===== config.mk =====
export PLATFORM = sky130hd
export DESIGN_NAME = ssd_hex_driver
export DESIGN_NICKNAME = d
export VERILOG_FILES = /design/src/rtl/ssd_hex_driver.sv
export SDC_FILE = /design/constraint.sdc
export NUM_CORES = 1
export LEC_CHECK = 0
export CAP_MARGIN = 25
export CORE_UTILIZATION = 25
export DETAILED_ROUTE_END_ITERATION = 10
export HOLD_SLACK_MARGIN = 0.08
export PLACE_DENSITY = 0.52
export SLEW_MARGIN = 10
export SYNTH_ARGS = -nofsm -noshare
export SYNTH_HDL_FRONTEND = slang
export SYNTH_SLANG_ARGS = --single-unit

===== constraint.sdc =====
create_clock -name ssd_driver_port_clk -period 2.8 [get_ports ssd_driver_port_clk]
set_input_delay 0.56 -clock ssd_driver_port_clk [delete_from_list [all_inputs] [get_ports ssd_driver_port_clk]]
set_output_delay 0.56 -clock ssd_driver_port_clk [all_outputs]
set_load 0.02 [all_outputs]

===== src/rtl/ssd_hex_driver.sv =====
// ---------------------------------------------------------------------------
// ssd_hex_driver
//
// Single-digit hexadecimal seven-segment display driver.
// It decodes a 4-bit nibble into the cathode pattern for 0-9, A, b, C, d, E, F.
// It mirrors the nibble onto four LEDs and passes the decimal-point bit through.
// It drives one digit anode on and holds the other seven anodes off.
// Every output is registered, so the latency is one clock.
//
// Parameters
//   CC_ACTIVE_LOW  1: cathodes and dp are active-low.
//                  0: every cathode/dp bit is inverted, except that dp_in
//                     is passed through unmodified.
//   AN_ACTIVE_LOW  1: anodes are active-low.
//                  0: every anode bit is inverted.
//
// Optional build macro
//   SSD_DRIVER_LAMP_TEST_EN  Adds ssd_driver_port_lamp_test. While it is high,
//                            all segments and dp are lit. Reset takes priority.
//
// Ports
//   ssd_driver_port_clk      in   1  clock; all state updates on the rising edge
//   ssd_driver_port_rst      in   1  synchronous active-high reset
//   ssd_driver_port_in       in   4  hex nibble to display
//   ssd_driver_port_dp_in    in   1  decimal-point request, already in output polarity
//   ssd_driver_port_led      out  4  registered copy of the nibble
//   ssd_driver_port_cc       out  7  segment cathodes, bit0=a ... bit6=g
//   ssd_driver_port_dp_out   out  1  decimal-point cathode
//   ssd_driver_port_an_on    out  1  anode of the driven digit
//   ssd_driver_port_an_off   out  7  anodes of the seven unused digits
// ---------------------------------------------------------------------------
module ssd_hex_driver #(
  parameter bit CC_ACTIVE_LOW = 1'b1,
  parameter bit AN_ACTIVE_LOW = 1'b1
) (
  input  logic       ssd_driver_port_clk,
  input  logic       ssd_driver_port_rst,
  input  logic [3:0] ssd_driver_port_in,
  input  logic       ssd_driver_port_dp_in,
`ifdef SSD_DRIVER_LAMP_TEST_EN
  input  logic       ssd_driver_port_lamp_test,
`endif
  output logic [3:0] ssd_driver_port_led,
  output logic [6:0] ssd_driver_port_cc,
  output logic       ssd_driver_port_dp_out,
  output logic       ssd_driver_port_an_on,
  output logic [6:0] ssd_driver_port_an_off
);

  // The XOR masks turn the internal active-low values into the polarity selected by the parameters.
  localparam logic [6:0] CC_XOR = CC_ACTIVE_LOW ? 7'h00 : 7'h7F;
  localparam logic       DP_XOR = CC_ACTIVE_LOW ? 1'b0  : 1'b1;
  localparam logic [6:0] AN_XOR = AN_ACTIVE_LOW ? 7'h00 : 7'h7F;
  localparam logic       AN1_XOR = AN_ACTIVE_LOW ? 1'b0 : 1'b1;

  logic [3:0] r_led;
  logic [6:0] r_cc;
  logic       r_dp;
  logic       r_an_on;
  logic [6:0] r_an_off;
  logic       w_lamp;
  logic [6:0] w_seg;

  // Active-low segment pattern, {g,f,e,d,c,b,a}.
  function automatic logic [6:0] hex_decode(input logic [3:0] nib);
    logic [6:0] seg;
    case (nib)
      4'h0: seg = 7'h40;
      4'h1: seg = 7'h79;
      4'h2: seg = 7'h24;
      4'h3: seg = 7'h30;
      4'h4: seg = 7'h19;
      4'h5: seg = 7'h12;
      4'h6: seg = 7'h02;
      4'h7: seg = 7'h78;
      4'h8: seg = 7'h00;
      4'h9: seg = 7'h10;
      4'hA: seg = 7'h08;
      4'hB: seg = 7'h03;
      4'hC: seg = 7'h46;
      4'hD: seg = 7'h21;
      4'hE: seg = 7'h06;
      default: seg = 7'h0E;  // 4'hF; the case covers all 16 codes
    endcase
    return seg;
  endfunction

`ifdef SSD_DRIVER_LAMP_TEST_EN
  assign w_lamp = ssd_driver_port_lamp_test;
`else
  assign w_lamp = 1'b0;
`endif

  assign w_seg = hex_decode(ssd_driver_port_in);

  // Output register stage
  always_ff @(posedge ssd_driver_port_clk) begin
    if (ssd_driver_port_rst) begin
      r_led    <= 4'h0;
      r_cc     <= 7'h7F ^ CC_XOR;
      r_dp     <= 1'b1 ^ DP_XOR;
      r_an_on  <= 1'b1 ^ AN1_XOR;
      r_an_off <= 7'h7F ^ AN_XOR;
    end else begin
      r_led    <= ssd_driver_port_in;
      r_an_on  <= 1'b0 ^ AN1_XOR;
      r_an_off <= 7'h7F ^ AN_XOR;
      if (w_lamp) begin
        r_cc <= 7'h00 ^ CC_XOR;
        r_dp <= 1'b0 ^ DP_XOR;
      end else begin
        r_cc <= w_seg ^ CC_XOR;
        // dp_in is already in output polarity, so it is passed through unmodified.
        r_dp <= ssd_driver_port_dp_in;
      end
    end
  end

  assign ssd_driver_port_led    = r_led;
  assign ssd_driver_port_cc     = r_cc;
  assign ssd_driver_port_dp_out = r_dp;
  assign ssd_driver_port_an_on  = r_an_on;
  assign ssd_driver_port_an_off = r_an_off;

endmodule


### Yosys cells after proc, flatten, opt, wreduce, memory -nomap -nowiden

Memory sizes are Yosys's and may differ from the RTL's. A register that Yosys moved wholly into a read port is not among the register bits.
Index checks and enable logic that the tools add are counted.

* register bits: 6
* bits in latches: 0
* RAM bits: 0
* memory bits (read-only): 112
* logic and storage cells: 5
* memories kept: 1

Memories
* (no name shown): words 16, bits a word 7, rd ports 1, clocked after Yosys merged registers in 1, write ports 0, RTL line 67 `case (nib)`

* add/sub/neg operators: 0
* multiply operators: 0
* divide/modulo/power cells: 0
* $lt $le $gt $ge: 0
* eq/ne operators: 0
* shifts and indexed selects: 0
* muxes and demuxes: 1
* bitwise logic cells: 0
* reductions and logical operators: 0

Operators by type and width (number)
* $mux W1: 1

### Depth between registers and ports, before layout

* depth after elaboration: 1
* gate-level depth with buffers: 4
* mapped depth without buffers: 4

### Least setup slack after synthesis

Ideal clock, no wire load.

* path type: input to register
* start: input port ssd_driver_port_in[1]
* end: register r_cc[1], in the netlist ssd_driver_port_cc[1]
* library setup time: 0.122 ns
* data arrival time: 1.501 ns
* data required time: 2.678 ns
* setup slack: 1.176 ns
* stages on the path: 4
* path buffers: 0
* cells stage by stage: inv_1 > ha_1 > or2_2 > a311o_1

RTL lines
* start, declared: RTL line 38 `input logic [3:0] ssd_driver_port_in,`
* end, declared: RTL line 57 `logic [6:0] r_cc;`

==> results_dict.tcl <==
set metrics [dict create \
    outcome "finished, final reports clean" \
    avgViaCountPerCell 4.14 \
    clk_pin_slew_ns 0.08 \
    synth_area_um2 636 \
    critPathLaunchType "primary input" \
    seq_area_frac_synth_pct 40.9 \
    antenna_found_initial 0 \
    drt_iter0_drc 5 \
    cts_root_buf "clkbuf_4" \
    fin_crit_ns 2.10 \
    dp_hpwl_um 850 \
    fin_nets 96 \
    multi_input_area_um2 314 \
    hp-class "in2reg" \
    p_per_area_nw_per_um2 485 \
    grtUsageTotal_pct 8.60 \
    syn_area_per_cell_um2 10.4 \
    die_area_um2 2750 \
    cp_max_fo 7 \
    grt_max_degree 13 \
    setup_viol_count_final 0 \
    cp-end-kind "flip-flop" \
    power_uw 409 \
    final-seq-area_um2 260 \
    start_util_pct 27.7 \
    hold_path_depth 2 \
    fillCellCount 239 \
    drv_slew 0 \
    cts_setup_buffers 0 \
    crit_slowest_cell "clkdlybuf4s50_1" \
    gr-total-overflow 0 \
    path_cells "clkdlybuf4s50_1, inv_1, ha_1, or2_2, a311o_1" \
    port_buffers 19 \
    ys_types 25 \
    routabilityCongestion 0.748 \
    critical_path_required_ns 2.95 \
    cts_resized 0 \
    whs_endpoint "ssd_driver_port_dp_out" \
    cts_buffers 3 \
    postRouteAntennaNets 0 \
    hold_buffers 0 \
    die_h_um 52.4 \
    slowest_delay_ns 0.60 \
    cp_num_buf_inv 2 \
    synth-warning-count 0 \
    top_usage_layer "met1" \
    ys_seq_elements 13 \
    p_leak_nw 0.374 \
    routed_wirelength_mm 1.08 \
    die_x_um 52.4 \
    drv_cap 0 \
    path_delay_family "buffers and inverters" \
    use_met3_pct 4.06 \
    crit_cells 5 \
    rsz0062_at_grt "no" \
    grt_pass1_vias 366 \
    grtUsageMet1_pct 11.3 \
    rows 17 \
    synthToLayoutAreaGrowth_pct 32.9 \
    drc 0 \
    cp_data_arrival_time_ns 2.25 \
    fin_crit_sh_pct 74.9 \
    cts_tree "done" \
    cts.sinks 13 \
    core-area_um2 2300 \
    gr-usage-met2_pct 11.0 \
    max_freq_ghz 0.477 \
    hp-start "ssd_driver_port_dp_in" \
    ios 27 \
    criticalPathCategory "in2reg" \
    fin_tns_setup_ns 0 \
    timing_hold_violations_final 0 \
    synthCells 61 \
    vdd_drop_max_v 0.000187 \
    grt_pass1_wl_mm 1.63 \
    vias 451 \
    clockBufferDepth 2 \
    htreeDepth 1 \
    antenna_cells 0 \
    wire_per_inst_um 9.94 \
    drive_gt1_share_pct 11.1 \
    drt-pass1-iter-count 4 \
]
report_power, final:
| group | internal [mW] | leakage, nW | total (mW) | switching, mW |
|---|---|---|---|---|
| Sequential | 0.198 | 0.109 | 0.201 | 0.00290 |
| Clock | 0.0550 | 0.0150 | 0.111 | 0.0556 |
| Combinational | 0.0452 | 0.250 | 0.0980 | 0.0528 |
cell usage after synthesis:
| library cell | count | area (µm²) |
|---|---|---|
| a211o_1 | 1 | 8.76 |
| a221o_1 | 2 | 20.0 |
| a311o_1 | 1 | 10.0 |
| a32oi_1 | 2 | 17.5 |
| and3_1 | 1 | 6.26 |
| buf_2 | 1 | 5.00 |
| buf_4 | 7 | 52.6 |
| buf_6 | 1 | 11.3 |
| clkbuf_1 | 1 | 3.75 |
| conb_1 | 1 | 3.75 |
| dfxtp_1 | 13 | 260 |
| ha_1 | 7 | 87.6 |
| inv_1 | 3 | 11.3 |
| mux2_1 | 1 | 11.3 |
| mux2_2 | 1 | 11.3 |
| mux2i_1 | 3 | 30.0 |
| nand2_1 | 1 | 3.75 |
| nand2_2 | 1 | 6.26 |
| nand2b_1 | 2 | 12.5 |
| nor2_1 | 3 | 11.3 |
| nor2_2 | 1 | 6.26 |
| nor2b_1 | 3 | 18.8 |
| nor3_1 | 1 | 5.00 |
| o221ai_1 | 1 | 8.76 |
| or2_2 | 2 | 12.5 |
registers in the layout (all words and copies together) (netlist names):
register,count
ssd_driver_port_led,4
ssd_driver_port_cc,7
ssd_driver_port_dp_out,1
ssd_driver_port_an_on,1
cell type report:
cell class	count	area share [%]
tap	28	4.15
clock buffer	4	3.11
sequential	13	30.8
timing repair buffer	20	23.4
multi-input combinational	41	37.2
inverter	3	1.33
per-layer routing:
layer / wire [µm] / vias to the layer above
met5: 0 / -
met4: 17 / 0
met3: 106 / 2
met2: 464 / 24
met1: 495 / 194
li1: - / 231
stage by stage:
step | util, % | instance area [µm²] | setup WS [ns] | hold WS, ns | std cells
final | 36.8 | 845 | 0.704 | 0.863 | 109
after floorplan | - | 658 | 1.18 | 0.588 | 67
after global routing | 36.8 | 845 | 0.653 | 0.853 | 109
after global placement | 35.6 | 818 | 0.478 | 1.13 | 105
after CTS | 36.8 | 845 | 0.715 | 0.860 | 109
after detailed placement | 35.6 | 818 | 0.427 | 1.14 | 105
cell usage in the layout (no fill, tap or decap), drive strengths merged, types with 2 or more instances in the layout:
cell type / Yosys / routed
a221o: 2 / 2
clkdlybuf4s50: 0 / 19
nand2: 2 / 2
inv: 3 / 3
ha: 7 / 7
nand2b: 2 / 2
mux2: 2 / 2
clkbuf: 1 / 4
mux2i: 3 / 3
or2: 2 / 2
nor2: 4 / 4
conb: 1 / 7
nor2b: 3 / 3
a32oi: 2 / 2
dfxtp: 13 / 13
worst max path at each step:
stage                     slack (ns)                   from               endpoint
after global placement          0.48  ssd_driver_port_in[0]  ssd_driver_port_cc[1]
after floorplan                 1.18  ssd_driver_port_in[1]  ssd_driver_port_cc[1]
after global routing            0.65  ssd_driver_port_in[0]  ssd_driver_port_cc[1]
final                           0.70  ssd_driver_port_in[0]  ssd_driver_port_cc[1]
after CTS                       0.72  ssd_driver_port_in[0]  ssd_driver_port_cc[1]
after detailed placement        0.43  ssd_driver_port_in[0]  ssd_driver_port_cc[1]
cell families after synthesis:
group	Yosys count	synth area share, %
flops	13	40.9
mux	5	8.27
compound gates	7	10.2
simple gates	15	13.0
buf+inv	13	13.2
fa+ha+maj	7	13.8
other cells	1	0.590
No activity file was read; power rests on OpenSTA's default activity.
